===== src/rtl/pipeline_ctrl.sv =====
// Pipeline hazard controller: derives per-stage stall/flush controls from
// bus handshakes, load-use hazards and taken branches, tracks in-flight
// ibus/dbus transactions, and counts fetch-stall cycles.
module pipeline_ctrl (
    input  logic        clk,
    input  logic        reset,
    input  logic        i_req,
    input  logic        i_data_ok,
    input  logic        d_req,
    input  logic        d_data_ok,
    input  logic        ex_is_load,
    input  logic [4:0]  ex_rd,
    input  logic [4:0]  id_rs1,
    input  logic [4:0]  id_rs2,
    input  logic        branch_taken,
    output logic        stall_F,
    output logic        stall_D,
    output logic        stall_E,
    output logic        stall_M,
    output logic        reset_D,
    output logic        reset_E,
    output logic        reset_M,
    output logic        reset_W,
    output logic        fetch_discard,
    output logic [31:0] stall_cycles
);

    localparam int unsigned CNT_W = 32;
    localparam logic [CNT_W-1:0] CNT_MAX = {CNT_W{1'b1}};

    typedef enum logic [1:0] {
        I_IDLE = 2'd0,
        I_WAIT = 2'd1,
        I_DROP = 2'd2
    } istate_t;

    typedef enum logic {
        D_IDLE = 1'b0,
        D_WAIT = 1'b1
    } dstate_t;

    istate_t          istate_q, istate_d;
    dstate_t          dstate_q, dstate_d;
    logic [CNT_W-1:0] stall_cycles_q, stall_cycles_d;

    logic dstall;
    logic istall;
    logic lu;
    logic cnt_inc;

    // Hazard terms; a drop in progress keeps fetch frozen until the stale response lands
    always_comb begin
        dstall = d_req & ~d_data_ok;
        istall = (i_req & ~i_data_ok) | (istate_q == I_DROP);
        lu     = ex_is_load & (ex_rd != 5'd0) &
                 ((ex_rd == id_rs1) | (ex_rd == id_rs2));
    end

    // Prioritised stall/flush decode: dstall > branch > load-use > istall
    always_comb begin
        stall_F       = 1'b0;
        stall_D       = 1'b0;
        stall_E       = 1'b0;
        stall_M       = 1'b0;
        reset_D       = 1'b0;
        reset_E       = 1'b0;
        reset_M       = 1'b0;
        reset_W       = 1'b0;
        fetch_discard = 1'b0;
        if (reset) begin
            reset_D = 1'b1;
            reset_E = 1'b1;
            reset_M = 1'b1;
            reset_W = 1'b1;
        end else begin
            fetch_discard = (istate_q == I_DROP) & i_data_ok;
            if (dstall) begin
                stall_F = 1'b1;
                stall_D = 1'b1;
                stall_E = 1'b1;
                stall_M = 1'b1;
                reset_W = 1'b1;
            end else if (branch_taken) begin
                stall_F = istall;
                reset_D = 1'b1;
                reset_E = 1'b1;
            end else if (lu) begin
                stall_F = 1'b1;
                stall_D = 1'b1;
                reset_E = 1'b1;
            end else if (istall) begin
                stall_F = 1'b1;
                reset_D = 1'b1;
            end
        end
    end

    // Ifetch tracker: a branch while waiting turns the pending response into a drop
    always_comb begin
        istate_d = istate_q;
        case (istate_q)
            I_IDLE: begin
                if (i_req & ~i_data_ok) begin
                    istate_d = I_WAIT;
                end
            end
            I_WAIT: begin
                if (i_data_ok) begin
                    istate_d = I_IDLE;
                end else if (branch_taken & ~dstall) begin
                    istate_d = I_DROP;
                end
            end
            I_DROP: begin
                if (i_data_ok) begin
                    istate_d = I_IDLE;
                end
            end
            default: istate_d = I_IDLE;
        endcase
    end

    // Dbus tracker: marks cycles spent waiting on a data access
    always_comb begin
        dstate_d = dstate_q;
        case (dstate_q)
            D_IDLE: begin
                if (dstall) begin
                    dstate_d = D_WAIT;
                end
            end
            D_WAIT: begin
                if (d_data_ok) begin
                    dstate_d = D_IDLE;
                end
            end
            default: dstate_d = D_IDLE;
        endcase
    end

    // Saturating fetch-stall counter; an ongoing dbus wait always counts as a fetch stall
    always_comb begin
        cnt_inc        = stall_F | ((dstate_q == D_WAIT) & dstall & ~reset);
        stall_cycles_d = stall_cycles_q;
        if (cnt_inc && (stall_cycles_q != CNT_MAX)) begin
            stall_cycles_d = stall_cycles_q + CNT_W'(1);
        end
    end

    // State registers with synchronous reset
    always_ff @(posedge clk) begin
        if (reset) begin
            istate_q       <= I_IDLE;
            dstate_q       <= D_IDLE;
            stall_cycles_q <= '0;
        end else begin
            istate_q       <= istate_d;
            dstate_q       <= dstate_d;
            stall_cycles_q <= stall_cycles_d;
        end
    end

    assign stall_cycles = stall_cycles_q;

endmodule


===== config.mk =====
export PLATFORM = sky130hd
export DESIGN_NAME = pipeline_ctrl
export DESIGN_NICKNAME = d
export VERILOG_FILES = /design/src/rtl/pipeline_ctrl.sv
export SDC_FILE = /design/constraint.sdc
export NUM_CORES = 1
export LEC_CHECK = 0
export ABC_AREA = 1
export CELL_PAD_IN_SITES_DETAIL_PLACEMENT = 0
export CELL_PAD_IN_SITES_GLOBAL_PLACEMENT = 1
export CORE_AREA = 4 4 95 97
export DETAILED_ROUTE_END_ITERATION = 8
export DIE_AREA = 0 0 99 101
export HOLD_SLACK_MARGIN = 0.15
export PLACE_DENSITY_LB_ADDON = 0.08
export SYNTH_ARGS = -nofsm -noshare
export SYNTH_HDL_FRONTEND = slang
export SYNTH_SLANG_ARGS = --single-unit
export TNS_END_PERCENT = 5

===== constraint.sdc =====
create_clock -name clk -period 1.8 [get_ports clk]
set_input_delay 0.18 -clock clk [delete_from_list [all_inputs] [get_ports clk]]
set_output_delay 0.18 -clock clk [all_outputs]
set_load 0.02 [all_outputs]

==> results.cfg <==
[timing]
finalClockSkew_ps = 9.94
rsz0062_at_grt = true
period_share_pct = 102
drv_slew = 0
maxSlewHeadroom_pct = 73.0
final.setup.worst_slack_ps = -36.7
tightest_slew_ps = 401
fmax_ghz = 0.544
hold_viol = 0
period_minus_slack_ps = 1840
setup_viol = 3

[synthesis]
syn_nets = 420
synth.area.top_cells = dfxtp_1, nand2_1, xor2_1
synth-seq-area-share_pct = 28.2
synthDistinctLibCells = 24
syn_area_um2 = 2410
netlist_instances = 396
synth.largest_area_cell = dfxtp_1
netlist.area_leader.share_pct = 28.2
ys_ff_latch = 34
post_synth.cell_area_avg_um2 = 6.09
ys_warn_count = 0

[clock_tree]
clockRootBuffer = clkbuf_8
clock_sinks = 34
ctsHoldBuffers = 0
path_clk_slew_ps = 80
cts_tree = built
clock_latency_ps = 290
numCtsBuffers = 5
htree_levels = 2
clockBufferDepth = 2

[final_layout]
final_cell_mix = nand2_1, clkdlybuf4s50_1, buf_4
fin_cells = 606
layout_commonest_cell = nand2_1
num-fill-cells = 888
nets = 524
drive_above_1_share_pct = 18.6
final-seq-area_um2 = 687
multi_input_area_um2 = 1570
area_delta_synth_final_pct = 52.2
n_antenna_cell = 0

[power_and_ir_drop]
clockPowerShare_pct = 37.3
power_frac_seq_pct = 46.5
p_sw_w = 0.000447
powerDensity_nw_per_um2 = 445
p_total_w = 0.00164
p_int_w = 0.00119
switching_share_pct = 27.3
leakage_nw = 1.52
vdd_drop_max_uv = 256
pwr-share-comb_pct = 16.1

[drt]
wire_per_inst_um = 13.2
vias = 2804
drt-initial-drc-count = 111
ant_nets = 0
routed_wl_um = 8010
drcViolationCount = 0
firstDrtPassIters = 4
routed_via_density = 4.63

[floorplanning]
die_width_um = 99
start_util_pct = 29.7
coreArea_um2 = 8130
dieArea_um2 = 10000
die_y_um = 101
rows = 33
num_io_pins = 64

[critical_path]
startpoint_type = flop
crit_type = reg -> reg
crit_path_frequent_cell = nor3_1
arrival_ps = 2060
cpPeakStageDelay_ps = 450
crit_chain = inv_1, nor3_1, nand2_1, nor3_1, xor2_1, nand3_1, a21oi_1
critPathMaxFanout = 5
required_ps = 2020
critical_path_buf_inv_count = 1
slowest_stage = dfxtp_1
path_delay_family = simple AND/OR/NAND/NOR gates
setup.worst_path.end_class = flop

[placement]
port_buffers = 63
finalWeightedCongestion = 0.862
dp.cells = 597
place_ws_ps = -424
dp_hpwl_um = 6440

[global_routing]
antenna_found_initial = 0
grt_pass1_wl_um = 13500
grtUsageTotal_pct = 16.6
grt_pass1_vias = 2800
overflow = 0
grt_max_degree = 24

[worst_hold_path]
holdCritPathClass = reg -> reg

[outcome]
violations = negative setup slack
status = finished with violations

[run]
maxCapViolations = 0
==> kinds of logic after synthesis <==
logic type      share of synthesized area (%)
fa+ha+maj                               0.518
simple gates                             41.8
xor+xnor                                 10.9
flops                                    28.2
buf+inv                                  10.7
compound gates                           7.83
==> per-layer routing <==
layer  global-route usage, %  part of all wire [%]  wire length [um]  vias to the layer above
met3                    2.49                   3.7               299                        8
met2                    27.5                    46              3650                       50
met5                       0                     0                 0                        -
met1                    22.3                    49              3960                     1283
met4                    4.94                   1.2                96                        0
li1                        -                     -                 -                     1463
==> final cells by class <==
| cell class | instances | share of cell area (%) |
|---|---|---|
| Clock buffer | 6 | 2.25 |
| Tap cell | 105 | 3.58 |
| Multi-Input combinational cell | 302 | 42.8 |
| Timing Repair Buffer | 112 | 27.8 |
| Clock inverter | 2 | 0.341 |
| Sequential cell | 34 | 18.7 |
| Inverter | 45 | 4.60 |
==> worst register-to-register path, delay by kind of cell, from the launching register on <==
family	cells	cell delay, ps
AO/OA/AOI/OAI	1	130
XOR/XNOR	1	180
buffers and inverters	1	130
flip-flops	1	450
AND/OR/NAND/NOR	4	880
==> power groups by stage <==
stage | clock, W | sequential [W] | combinational [W]
6_report | 0.000611 | 0.000762 | 0.000264
5_1_grt | 0.000678 | 0.000763 | 0.000294
4_1_cts | 0.000637 | 0.000762 | 0.000255
3_5_place_dp | 0 | 0.000778 | 0.000260
3_3_place_gp | 0 | 0.000778 | 0.000260
2_1_floorplan | 0 | 0.000782 | 0.000125
==> per-stage QoR <==
| stage | setup TNS (ps) | hold slack, ps | cell area [um^2] | util, % |
|---|---|---|---|---|
| after global placement | -12940 | 467 | 3470 | 42.6 |
| final | -49.4 | 495 | 3670 | 45.2 |
| after global routing | -4820 | 517 | 3670 | 45.2 |
| after detailed placement | -13910 | 480 | 3470 | 42.6 |
| after floorplan | 0 | 358 | 2430 | - |
| after CTS | -402 | 500 | 3580 | 44.0 |
==> state kept, by name (all words and copies together), names as in the netlist <==
signal / cells
stall_cycles: 32
istate_q: 2
==> synth_stat cells <==
| master | number |
|---|---|
| buf_6 | 3 |
| o21ai_0 | 2 |
| inv_1 | 45 |
| a2111oi_0 | 1 |
| nor3b_2 | 1 |
| nand4_1 | 3 |
| xnor2_1 | 6 |
| nand3_1 | 39 |
| or4_1 | 1 |
| buf_2 | 3 |
| a21oi_1 | 34 |
| nand2_2 | 1 |
| nor3_2 | 3 |
| ha_1 | 1 |
| nor3_1 | 22 |
| xor2_1 | 24 |
| or2_2 | 1 |
| nor2_1 | 34 |
| nand2_1 | 126 |
| dfxtp_1 | 34 |
| clkbuf_1 | 7 |
| nor4_1 | 2 |
| buf_4 | 2 |
| nand3_2 | 1 |
==> final timing paths <==
check	startpoint	endpoint	slack, ps	depth (start not counted)
min reg2reg	istate_q[0]	istate_q[0]	490	1
min	istate_q[0]	istate_q[0]	490	1
max reg2reg	stall_cycles[2]	stall_cycles[22]	-40	7
max	stall_cycles[2]	stall_cycles[22]	-40	7
==> what timing repair did <==
action | 4_1_cts | 5_1_grt
pin swaps | 1 | 0
resized for setup | 29 | 31
buffers inserted | 1 | 0
endpoints found under the hold margin | 0 | 0
setup endpoints to repair | 40 | 36
gates cloned | 0 | 0
(Power assumes the default switching activity.)
